### src/rtl/alu_arbiter.sv
// Two-requester front end for a single shared ALU: round-robin grant, one-cycle
// execute slot, and a registered response held until the consumer accepts it.
module alu_arbiter #(
  parameter int N_BITS         = 32,
  parameter int N_BITS_CONTROL = 5
) (
  input  logic                      i_clk,
  input  logic                      i_rst_n,
  input  logic                      i_req0_valid,
  input  logic [N_BITS-1:0]         i_req0_dato_A,
  input  logic [N_BITS-1:0]         i_req0_dato_B,
  input  logic [N_BITS_CONTROL-1:0] i_req0_ctrl,
  output logic                      o_req0_ready,
  input  logic                      i_req1_valid,
  input  logic [N_BITS-1:0]         i_req1_dato_A,
  input  logic [N_BITS-1:0]         i_req1_dato_B,
  input  logic [N_BITS_CONTROL-1:0] i_req1_ctrl,
  output logic                      o_req1_ready,
  output logic [N_BITS-1:0]         o_alu_dato_A,
  output logic [N_BITS-1:0]         o_alu_dato_B,
  output logic [N_BITS_CONTROL-1:0] o_alu_ctrl,
  input  logic [N_BITS-1:0]         i_alu_result,
  input  logic                      i_alu_zero,
  output logic                      o_resp_valid,
  output logic                      o_resp_id,
  output logic [N_BITS-1:0]         o_resp_result,
  output logic                      o_resp_zero,
  output logic                      o_resp_illegal,
  input  logic                      i_resp_ready,
  output logic                      o_busy
);

  typedef enum logic [1:0] {IDLE, EXEC, RESP} state_t;

  // Highest opcode the shared ALU implements.
  localparam logic [N_BITS_CONTROL-1:0] LAST_OP = N_BITS_CONTROL'(19);

  state_t                    state;
  logic                      prio;
  logic [N_BITS-1:0]         op_a;
  logic [N_BITS-1:0]         op_b;
  logic [N_BITS_CONTROL-1:0] op_ctrl;
  logic                      op_id;
  logic [N_BITS-1:0]         res;
  logic                      res_zero;
  logic                      res_illegal;
  logic                      grant0;
  logic                      grant1;

  // Grants are gated by reset so no ready leaks out while i_rst_n is low.
  always_comb begin
    grant0 = 1'b0;
    grant1 = 1'b0;
    if (i_rst_n && state == IDLE) begin
      grant0 = i_req0_valid && (!i_req1_valid || !prio);
      grant1 = i_req1_valid && (!i_req0_valid || prio);
    end
  end

  always_ff @(posedge i_clk or negedge i_rst_n) begin
    if (!i_rst_n) begin
      state       <= IDLE;
      prio        <= 1'b0;
      op_a        <= '0;
      op_b        <= '0;
      op_ctrl     <= '0;
      op_id       <= 1'b0;
      res         <= '0;
      res_zero    <= 1'b0;
      res_illegal <= 1'b0;
    end else begin
      case (state)
        IDLE: begin
          if (grant0) begin
            op_a    <= i_req0_dato_A;
            op_b    <= i_req0_dato_B;
            op_ctrl <= i_req0_ctrl;
            op_id   <= 1'b0;
            prio    <= 1'b1;
            state   <= EXEC;
          end else if (grant1) begin
            op_a    <= i_req1_dato_A;
            op_b    <= i_req1_dato_B;
            op_ctrl <= i_req1_ctrl;
            op_id   <= 1'b1;
            prio    <= 1'b0;
            state   <= EXEC;
          end
        end
        EXEC: begin
          res         <= i_alu_result;
          res_zero    <= i_alu_zero;
          res_illegal <= (op_ctrl > LAST_OP);
          state       <= RESP;
        end
        RESP: begin
          if (i_resp_ready) state <= IDLE;
        end
        default: state <= IDLE;
      endcase
    end
  end

  assign o_req0_ready   = grant0;
  assign o_req1_ready   = grant1;
  assign o_alu_dato_A   = op_a;
  assign o_alu_dato_B   = op_b;
  assign o_alu_ctrl     = op_ctrl;
  assign o_resp_valid   = (state == RESP);
  assign o_resp_id      = op_id;
  assign o_resp_result  = res;
  assign o_resp_zero    = res_zero;
  assign o_resp_illegal = res_illegal;
  assign o_busy         = (state != IDLE);

endmodule

### config.mk
export PLATFORM = sky130hd
export DESIGN_NAME = alu_arbiter
export DESIGN_NICKNAME = d
export VERILOG_FILES = /design/src/rtl/alu_arbiter.sv
export SDC_FILE = /design/constraint.sdc
export NUM_CORES = 1
export LEC_CHECK = 0
export ABC_AREA = 1
export CAP_MARGIN = 25
export CORE_MARGIN = 3
export CORE_UTILIZATION = 41
export DETAILED_ROUTE_END_ITERATION = 12
export GPL_ROUTABILITY_DRIVEN = 0
export PLACE_DENSITY = 0.89
export SYNTH_ARGS = -nofsm -noshare
export SYNTH_HDL_FRONTEND = slang
export SYNTH_SLANG_ARGS = --single-unit
### constraint.sdc
create_clock -name i_clk -period 1.5 [get_ports i_clk]
set_input_delay 0.3 -clock i_clk [delete_from_list [all_inputs] [get_ports i_clk]]
set_output_delay 0.3 -clock i_clk [all_outputs]
set_load 0.005 [all_outputs]
==> results of run 1 <==
==> tightest hold or removal path, cell delays in order <==
cell and delay, ns:
sky130_fd_sc_hd__buf_4 0.11, sky130_fd_sc_hd__buf_4 0.13, sky130_fd_sc_hd__buf_12 0.46
==> sequential cells by signal, summed over array words and instances (netlist names) <==
name and flops:
o_alu_ctrl 5, o_resp_zero 1, o_alu_dato_B 32, o_alu_dato_A 32
prio 1, state 2, o_resp_result 32, o_resp_id 1
o_resp_illegal 1
==> cells by family (layout without fill, tap and decap cells) <==
logic type / count (synthesis) / count (layout) / share of synthesized area
AND/OR/NAND/NOR: 458 / 458 / 0.3369
buffers and inverters: 133 / 445 / 0.09655
flip-flops: 107 / 107 / 0.4706
AO/OA/AOI/OAI: 74 / 74 / 0.09589
==> synthesized netlist by cell type (all sizes together) <==
| cell | instances | area [µm²] |
|---|---|---|
| inv | 78 | 292.8 |
| dfrtp | 107 | 2678 |
| nor2 | 4 | 22.52 |
| clkbuf | 20 | 75.07 |
| a21boi | 1 | 7.510 |
| o21ai | 3 | 15.01 |
| nand3 | 138 | 690.7 |
| nand2 | 316 | 1204 |
| o21bai | 69 | 518.0 |
| a21oi | 1 | 5.000 |
| buf | 35 | 181.4 |
==> layer usage <==
layer	track usage	wire length [µm]
met2	0.4610	11330
met1	0.3073	8821
met4	0.09965	740
met3	0.06176	2061
met5	0	0
==> how the worst min path moves through the flow <==
stage	startpoint	end	slack [ns]
after floorplan	i_rst_n	o_alu_ctrl[0]	0.004
after global placement	o_resp_result[4]	o_resp_result[4]	0.45
after detailed placement	o_resp_result[21]	o_resp_result[21]	0.46
after CTS	i_rst_n	o_resp_result[12]	0.20
after global routing	i_rst_n	o_alu_ctrl[3]	0.21
final	i_rst_n	o_alu_ctrl[3]	0.20
==> timing repair <==
action / in CTS / in global routing
pin swaps: 3 / 29
endpoints found under the setup margin: 171 / 83
endpoints found under the hold margin: 0 / 0
resized for setup: 141 / 37
buffers inserted: 21 / 6
gates cloned: 6 / 11
==> final cells by class <==
| type | count | area, µm² |
|---|---|---|
| sequential | 107 | 2679 |
| clock buffer | 10 | 229.0 |
| fill | 1029 | 3576 |
| timing repair buffer | 351 | 3740 |
| tap | 176 | 220.2 |
| multi-input combinational | 532 | 2587 |
| inverter | 78 | 295.3 |
| clock inverter | 6 | 73.82 |
==> through the flow <==
step             util  hold slack, ns  cell area [µm²]
6_report       0.7331          0.2011             9824
5_1_grt        0.7331          0.2134             9824
4_1_cts        0.7023          0.2042             9412
3_5_place_dp   0.6575          0.4581             8811
3_3_place_gp   0.6575          0.4519             8811
2_1_floorplan       -        0.004409             5689
==> power breakdown <==
group	switching (µW)	internal, µW	leakage, µW
Clock	1120	1320	0.000141
Sequential	749	4250	0.00133
Combinational	4060	4210	0.00378
Total	5930	9780	0.00525
==> key figures, run 1 <==
STA
  – RSZ-0062 raised after global routing: yes
  – Number of max-slew violations in the final report: 0
  – Setup violators final: a little under 80
  – Share of the clock period used by the worst path after layout: 1.143
  – Total negative setup slack: -10.96 ns
  – Maximum operating frequency: just under 0.6 GHz
  – Post-Route Skew: roughly 0.0071 ns
  – Rel. slew slack: 0.6259
  – Clock period minus final worst setup slack: approximately 1.7 ns
  – Worst Setup Slack, final: -0.2149 ns
  – Worst Tran Pin Value: about 0.56 ns
  – Hold violation total from the final report: 0

Placement
  – Pre-CTS worst setup slack: -0.4905 ns
  – Count of placed standard cells including taps: roughly 1,200
  – Number of port buffers: about 280
  – HPWL reported at the end of detailed placement: about 13 mm

Critical path
  – Critical Path Sink: o_req1_ready
  – Endpoint type of the worst setup path: output pin
  – Largest delay contributor family on the critical path: buffers and inverters
  – Data required time of the critical path: between 1 and 1.5 ns
  – WP buf/inv: 4
  – Max FO, Critical Path: 3
  – Reg-to-reg critical path startpoint: state[0]
  – Standard cell with the maximum stage delay on the critical path: sky130_fd_sc_hd__dfrtp_1
  – Setup slack, reg-to-reg: -0.20 ns
  – Cell chain of the critical path: inv_2 -> nand2_4 -> nor2_4 -> buf_8 -> nand2_4 -> inv_4 -> buf_6
  – R2r worst-path depth: 10
  – Worst Setup SP: state[0]
  – Critical path data arrival time: 1.41 ns
  – Sort of element at the start of the critical path: flop
  – CP peak stage delay: roughly 0.4 ns
  – Worst Setup Path Type: reg2out
  – Reg-to-reg critical path endpoint: o_alu_dato_B[7]
  – Most numerous cell on the critical path: sky130_fd_sc_hd__nand2_4
  – Logic depth of the worst path, buffers included: 7

Floorplanning
  – Number of rows in the core area: between 40 and 50
  – Chip width: ~120 µm
  – IO Pins: 284
  – Core ar.: around 13,000 µm²
  – Total Die Area: 15,330 µm²
  – Die outline height: 123.8 µm
  – Starting utilization of the core area: 0.4246

Finish
  – Leading cell types in the layout, fill and taps excluded: 308 x sky130_fd_sc_hd__nand2_1, 174 x sky130_fd_sc_hd__clkdlybuf4s50_1, 126 x sky130_fd_sc_hd__nand3_1
  – Number of cells in the finished layout apart from fillers: roughly 1,300
  – Share of cells above drive strength 1: 0.1116
  – Area overhead of the layout relative to synthesis: 72.69%
  – Number of nets in the layout: 1,255
  – Antenna fix cells: 0
  – Most frequent standard cell in the layout excluding fill and tap cells: sky130_fd_sc_hd__nand2_1

Routing
  – First DRT Iteration DRCs: around 450
  – Initial DRT Pass Iterations: 6
  – Final routed wirelength across all metal layers: 22.96 mm
  – Number of vias after detailed routing: 6,484
  – Routed length per instance: around 18 µm
  – Drt via density: 5.146
  – DR DRC count: 0
  – Post-route ant nets: 0

Pwr
  – Overall power after layout: 15,710 µW
  – Peak supply drop: about 1100 µV
  – Areal power density over the cells: approximately 1600 nW/µm²
  – Leakage power summed over all cells: between 0.005 and 0.006 µW

CTS
  – Root buffer selected by CTS: sky130_fd_sc_hd__clkbuf_16
  – CTS H-tree lvls: 3
  – Clock Pin Slew Worst Setup and Hold Paths: about 0.070 ns
  – Clock buffers created by TritonCTS: 9
  – Hold-fix buffers at CTS: 0
  – Clock tree from TritonCTS: built
  – Clock insertion delay at the later pin of the skew report: 0.34 ns
  – Clock Sink Count: between 100 and 150
  – Longest Clk Path Bufs: 2

Synthesis
  – Proportion of synthesized chip area in sequential cells: 0.4706
  – Total standard cell area after synthesis: between 5000 and 6000 µm²
  – Synth Net Count: between 900 and 1,000
  – Synth unique cells: 17
  – Synthesized instance count: 772
  – Count of warnings emitted by yosys: 0
  – Syn_area_per_cell: about 7.4 µm²
  – Flip-flop and latch count after synthesis: roughly 110

Status
  – Result of the run: finished, violations left
  – Violated checks: negative setup slack

GRT
  – Global-route wire length before repair: about 31 mm
  – Largest net degree at the start of global routing: 108
  – Via count of the first global-routing pass: between 6,000 and 7,000
  – GRT Util Overall: 0.2613
  – Aggregate global routing overflow: 0
  – Antenna violations before repair: 0

Run
  – Max-capacitance violation count: 0

Worst hold path
  – Kind of path behind the tightest hold check: in2async
No activity file was read; power rests on OpenSTA's default activity.
==> inputs of run 2 (changes only) <==
==> constraint.sdc (replaced) <==
create_clock -name i_clk -period 1.5 [get_ports i_clk]
set_input_delay 0.225 -clock i_clk [delete_from_list [all_inputs] [get_ports i_clk]]
set_output_delay 0.225 -clock i_clk [all_outputs]
set_load 0.005 [all_outputs]
==> key figures, run 2 (same netlist as run 1, synthesis figures left out) <==
Status
  – Result of the run: finished, violations left
  – Violated checks: negative setup slack

Placement
  – Pre-CTS worst setup slack: -0.2981 ns
  – HPWL reported at the end of detailed placement: ~13 mm
  – Number of port buffers: about 280

Worst hold path
  – Kind of path behind the tightest hold check: in2async

Critical path
  – WP buf/inv: 4
  – Cell chain of the critical path: inv_2 -> nand2_4 -> nor2_4 -> buf_8 -> nand2_4 -> inv_2 -> buf_2
  – Worst Setup Path Type: reg2out
  – CP peak stage delay: between 0.4 and 0.5 ns
  – Logic depth of the worst path, buffers included: 7
  – Standard cell with the maximum stage delay on the critical path: sky130_fd_sc_hd__dfrtp_1
  – R2r worst-path depth: 10
  – Critical path data arrival time: 1.41 ns
  – Endpoint type of the worst setup path: output pin
  – Largest delay contributor family on the critical path: flip-flops
  – Max FO, Critical Path: 4
  – Sort of element at the start of the critical path: flop
  – Data required time of the critical path: roughly 1.3 ns

Routing
  – Routed length per instance: 18.12 µm
  – Number of vias after detailed routing: roughly 6,400
  – DR DRC count: 0
  – Initial DRT Pass Iterations: 5
  – First DRT Iteration DRCs: 385
  – Drt via density: between 5 and 6
  – Post-route ant nets: 0
  – Final routed wirelength across all metal layers: 22.72 mm

Floorplanning
  – Total Die Area: ~15,000 µm²
  – Number of rows in the core area: 42
  – IO Pins: between 200 and 300
  – Starting utilization of the core area: 0.4246
  – Die outline height: 123.8 µm
  – Core ar.: 13,400 µm²
  – Chip width: 123.8 µm

Pwr
  – Leakage power summed over all cells: 0.005099 µW
  – Clk network pwr share: 0.141
  – Combinational share of power: 0.548
  – Peak supply drop: 912.2 µV
  – Sequential power share: 0.311
  – Cell internal pwr: between 10,000 and 15,000 µW
  – Areal power density over the cells: between 1500 and 2000 nW/µm²
  – Sw Share: 0.3659
  – Switching power summed over all nets: 5949 µW

CTS
  – Clock Pin Slew Worst Setup and Hold Paths: around 0.070 ns
  – Root buffer selected by CTS: sky130_fd_sc_hd__clkbuf_16
  – Longest Clk Path Bufs: 2
  – Clock insertion delay at the later pin of the skew report: between 0.3 and 0.4 ns
  – Clock tree from TritonCTS: built
  – CTS H-tree lvls: 3
  – Clock Sink Count: 107
  – Clock buffers created by TritonCTS: 9

STA
  – Setup violators final: between 70 and 80
  – Clock period minus final worst setup slack: 1.637 ns
  – Worst Tran Pin Value: roughly 0.62 ns
  – Worst Setup Slack, final: -0.1367 ns
  – RSZ-0062 raised after global routing: yes
  – Share of the clock period used by the worst path after layout: 1.091
  – Tightest hold margin: about 0.10 ns
  – Rel. slew slack: 0.5889
  – Post-Route Skew: roughly 0.007 ns
  – Number of max-slew violations in the final report: 0
  – Total negative setup slack: -3.936 ns
  – Maximum operating frequency: between 0.6 and 0.7 GHz
  – Hold violation total from the final report: 0

Finish
  – Antenna fix cells: 0
  – Most frequent standard cell in the layout excluding fill and tap cells: sky130_fd_sc_hd__nand2_1
  – Number of nets in the layout: 1,249
  – Share of cells above drive strength 1: 0.09555
  – Leading cell types in the layout, fill and taps excluded: 309 x sky130_fd_sc_hd__nand2_1, 260 x sky130_fd_sc_hd__clkdlybuf4s50_1, 138 x sky130_fd_sc_hd__nand3_1
  – Post-layout util: 0.7373
  – Area overhead of the layout relative to synthesis: 73.65%

GRT
  – GRT Util Overall: 0.2485
  – Antenna violations before repair: 0
  – Via count of the first global-routing pass: 5,789
  – Global-route wire length before repair: 30.07 mm
  – Aggregate global routing overflow: 0
  – Largest net degree at the start of global routing: 108

Run
  – Max-capacitance violation count: 0
run 2: cell count changes in the layout (fill, tap and decap cells not counted), sizes merged:
cell | previous run | this run
dlygate4sd2 | 97 | 1
clkinv | 1 | 4
dlymetal6s2s | 7 | 17
clkbuf | 18 | 21
bufinv | 1 | 0
buf | 62 | 54
inv | 80 | 81
bufbuf | 3 | 0
clkdlybuf4s50 | 174 | 260
nand2 | 316 | 317
clkinvlp | 2 | 0
run 2: power by group through the flow:
| stage | Sequential [µW] | Combinational [µW] | Clock (µW) |
|---|---|---|---|
| final | 5050 | 8910 | 2290 |
| after floorplan | 5110 | 2830 | 0 |
| after global routing | 5180 | 9620 | 2450 |
| after CTS | 5040 | 7980 | 2330 |
| after global placement | 5040 | 7280 | 0 |
| after detailed placement | 5070 | 7490 | 0 |
run 2: worst min-delay path, delay by kind of cell:
kind,cells,cell delay (ns)
buffers and inverters,3,0.66
run 2: cell type report:
class	instances	area [µm²]
repair buffers	344	3830
inverters	78	292.8
well taps	176	220.2
clock buffers	9	225.2
flip-flops and latches	107	2678
fillers	1010	3521
clock inverters	7	60.06
multi-input cells	533	2574
run 2: through the flow:
stage / cells / instance area, µm² / power [µW]
6_report: 1254 / 9879 / 16260
3_3_place_gp: 1206 / 8838 / 12320
5_1_grt: 1254 / 9879 / 17250
3_5_place_dp: 1206 / 8838 / 12560
4_1_cts: 1235 / 9343 / 15350
2_1_floorplan: 772 / 5689 / 7944
run 2: worst paths after layout:
kind | startpoint | to | slack (ns)
worst min-delay path | i_rst_n | state[1] | 0.10
worst min register to register | o_resp_result[9] | o_resp_result[9] | 0.47
worst max register to register | state[1] | o_alu_dato_B[13] | -0.10
min in group i_clk | i_alu_result[22] | o_resp_result[22] | 0.41
worst max-delay path | state[0] | o_req1_ready | -0.14
max in group asynchronous | i_rst_n | o_alu_dato_A[4] | 0.90
run 2: metal layers:
| metal | routed length [µm] | track usage | vias up |
|---|---|---|---|
| met5 | 0 | 0 | - |
| li1 | - | - | 3030 |
| met2 | 11320 | 0.4333 | 288 |
| met4 | 535 | 0.08097 | 0 |
| met1 | 8872 | 0.3017 | 3027 |
| met3 | 1990 | 0.06040 | 38 |
run 2: repair_timing:
| item | in CTS | in global routing |
|---|---|---|
| setup endpoints to repair | 62 | 95 |
| buffers inserted | 11 | 6 |
| gates cloned | 2 | 17 |
| pin swaps | 2 | 11 |
| gates resized for setup | 35 | 44 |
| hold buffers | 0 | 0 |
==> inputs of run 3 (changes only) <==
Clock period 1.5 ns to 1.6 ns, I/O delays scaled along.
==> key figures, run 3 (same netlist as run 1, synthesis figures left out) <==
Finish
  – Post-layout util: 0.7138
  – Filler Cells Inserted: 1,021
  – Number of nets in the layout: 1,235
  – Most frequent standard cell in the layout excluding fill and tap cells: sky130_fd_sc_hd__nand2_1
  – Share of cells above drive strength 1: 0.07989
  – Antenna fix cells: 0
  – Area overhead of the layout relative to synthesis: 68.13%
  – Leading cell types in the layout, fill and taps excluded: 310 x sky130_fd_sc_hd__nand2_1, 278 x sky130_fd_sc_hd__clkdlybuf4s50_1, 138 x sky130_fd_sc_hd__nand3_1

Pwr
  – Clk network pwr share: 0.147
  – Areal power density over the cells: 1550 nW/µm²
  – Peak supply drop: around 870 µV
  – Overall power after layout: roughly 15,000 µW
  – Cell internal pwr: approximately 9400 µW
  – Leakage power summed over all cells: around 0.0048 µW
  – Combinational share of power: 0.531
  – Switching power summed over all nets: around 5400 µW
  – Sequential power share: 0.322
  – Sw Share: 0.3647

STA
  – Post-Route Skew: around 0.0062 ns
  – Maximum operating frequency: around 0.62 GHz
  – Setup violators final: 1
  – RSZ-0062 raised after global routing: yes
  – Hold violation total from the final report: 0
  – Share of the clock period used by the worst path after layout: 1.004
  – Number of max-slew violations in the final report: 0
  – Rel. slew slack: 0.6042
  – Worst Tran Pin Value: between 0.5 and 0.6 ns
  – Worst Setup Slack, final: -0.006321 ns
  – Clock period minus final worst setup slack: approximately 1.6 ns

Run
  – Max-capacitance violation count: 0

CTS
  – Root buffer selected by CTS: sky130_fd_sc_hd__clkbuf_16
  – Clock buffers created by TritonCTS: 9
  – Clock insertion delay at the later pin of the skew report: approximately 0.35 ns
  – Longest Clk Path Bufs: 2
  – Clock Sink Count: ~110
  – Clock Pin Slew Worst Setup and Hold Paths: about 0.080 ns
  – Clock tree from TritonCTS: built
  – CTS H-tree lvls: 3

Floorplanning
  – Starting utilization of the core area: 0.4246
  – Number of rows in the core area: 42
  – Chip width: about 120 µm
  – Core ar.: roughly 13,000 µm²
  – Total Die Area: around 15,000 µm²
  – IO Pins: 284
  – Die outline height: 123.8 µm

Critical path
  – Sort of element at the start of the critical path: flop
  – Critical path data arrival time: ~1.4 ns
  – Endpoint type of the worst setup path: output pin
  – Worst Setup Path Type: reg2out
  – R2r worst-path depth: 10
  – Data required time of the critical path: approximately 1.4 ns
  – Max FO, Critical Path: 2

Routing
  – Initial DRT Pass Iterations: 5
  – DR DRC count: 0
  – Routed length per instance: 17.55 µm
  – First DRT Iteration DRCs: between 400 and 500
  – Final routed wirelength across all metal layers: 21.76 mm
  – Post-route ant nets: 0
  – Drt via density: roughly 5.1
  – Number of vias after detailed routing: between 6,000 and 7,000

Status
  – Result of the run: finished, violations left
  – Violated checks: negative setup slack

GRT
  – Via count of the first global-routing pass: approximately 5,700
  – Most heavily used metal layer in global routing: met2
  – Aggregate global routing overflow: 0
  – Largest net degree at the start of global routing: between 100 and 150
  – GRT Util Overall: 0.2421
  – Antenna violations before repair: 0
  – Global-route wire length before repair: 29.17 mm
  – GR Util met2: 0.3988
  – Met1 track demand over resource in global routing: 0.3068
  – GR Util met3: 0.05813

Worst hold path
  – Kind of path behind the tightest hold check: in2async

Placement
  – HPWL reported at the end of detailed placement: 13.50 mm
  – Number of port buffers: between 200 and 300
==> run 3: cell types whose count changed in the layout (fill, tap and decap cells not counted), moves of 3 or more <==
| cell | previous run | this run |
|---|---|---|
| sky130_fd_sc_hd__inv_6 | 2 | 5 |
| sky130_fd_sc_hd__dlymetal6s2s_1 | 17 | 0 |
| sky130_fd_sc_hd__buf_16 | 5 | 0 |
| sky130_fd_sc_hd__buf_6 | 10 | 6 |
| sky130_fd_sc_hd__buf_4 | 22 | 18 |
| sky130_fd_sc_hd__clkinv_4 | 3 | 0 |
| sky130_fd_sc_hd__buf_8 | 4 | 1 |
| sky130_fd_sc_hd__clkdlybuf4s50_1 | 260 | 278 |
==> run 3: worst paths after layout <==
check	startpoint	to	slack (ns)
max	state[1]	o_req1_ready	-0.006
min	i_rst_n	o_alu_ctrl[3]	0.11
max reg2reg	state[1]	o_alu_dato_A[9]	0.05
min reg2reg	o_resp_result[28]	o_resp_result[28]	0.48
max in group asynchronous	i_rst_n	o_alu_dato_A[6]	1.02
min in group i_clk	i_alu_result[8]	o_resp_result[8]	0.43
==> run 3: layout make-up <==
| cell class | count | area [µm²] | area share |
|---|---|---|---|
| inverter | 78 | 292.8 | 0.03061 |
| tap | 176 | 220.2 | 0.02302 |
| clock inverter | 6 | 51.30 | 0.005363 |
| multi-input combinational | 533 | 2530 | 0.2645 |
| clock buffer | 10 | 239.0 | 0.02498 |
| timing repair buffer | 330 | 3555 | 0.3716 |
| sequential | 107 | 2678 | 0.2799 |
==> run 3: metrics by stage <==
step	worst slack [ns]	TNS [ns]	hold slack (ns)	cells	area, µm²
CTS	-0.1759	-0.2739	0.1272	1225	9165
global placement	-0.2110	-6.865	0.4531	1206	8838
detailed placement	-0.2393	-11.10	0.4576	1206	8838
global route	-0.08991	-1.234	0.1863	1240	9565
floorplan	0.3132	0	-0.05559	772	5689
finish	-0.006321	-0.006321	0.1072	1240	9565
==> run 3: power by group through the flow <==
stage | Sequential, µW | Clock, µW | Combinational, µW
3_5_place_dp | 4750 | 0 | 6960
5_1_grt | 4890 | 2350 | 8510
4_1_cts | 4760 | 2230 | 7040
3_3_place_gp | 4740 | 0 | 6780
2_1_floorplan | 4790 | 0 | 2660
6_report | 4770 | 2180 | 7870
==> run 3: worst max-delay path: stages, from the launching register on <==
cell and delay, ns:
sky130_fd_sc_hd__dfrtp_1 0.40, sky130_fd_sc_hd__inv_2 0.09, sky130_fd_sc_hd__nand2_4 0.06, sky130_fd_sc_hd__nor2_4 0.11
sky130_fd_sc_hd__buf_6 0.13, sky130_fd_sc_hd__nand2_2 0.06, sky130_fd_sc_hd__inv_2 0.06, sky130_fd_sc_hd__clkbuf_2 0.10
==> run 3: metal layers <==
layer  part of all wire  vias up
li1                   -     2996
met1               0.39     3003
met2               0.48      312
met3              0.093       47
met4              0.032        0
met5                  0        -
==> run 3: what timing repair did <==
item                                    in CTS  in global routing
cloned                                       0                 15
endpoints found under the setup margin      25                 71
resized for setup                           10                 26
setup buffers                                3                  1
hold buffers                                 0                  0
pin swaps                                    1                  8
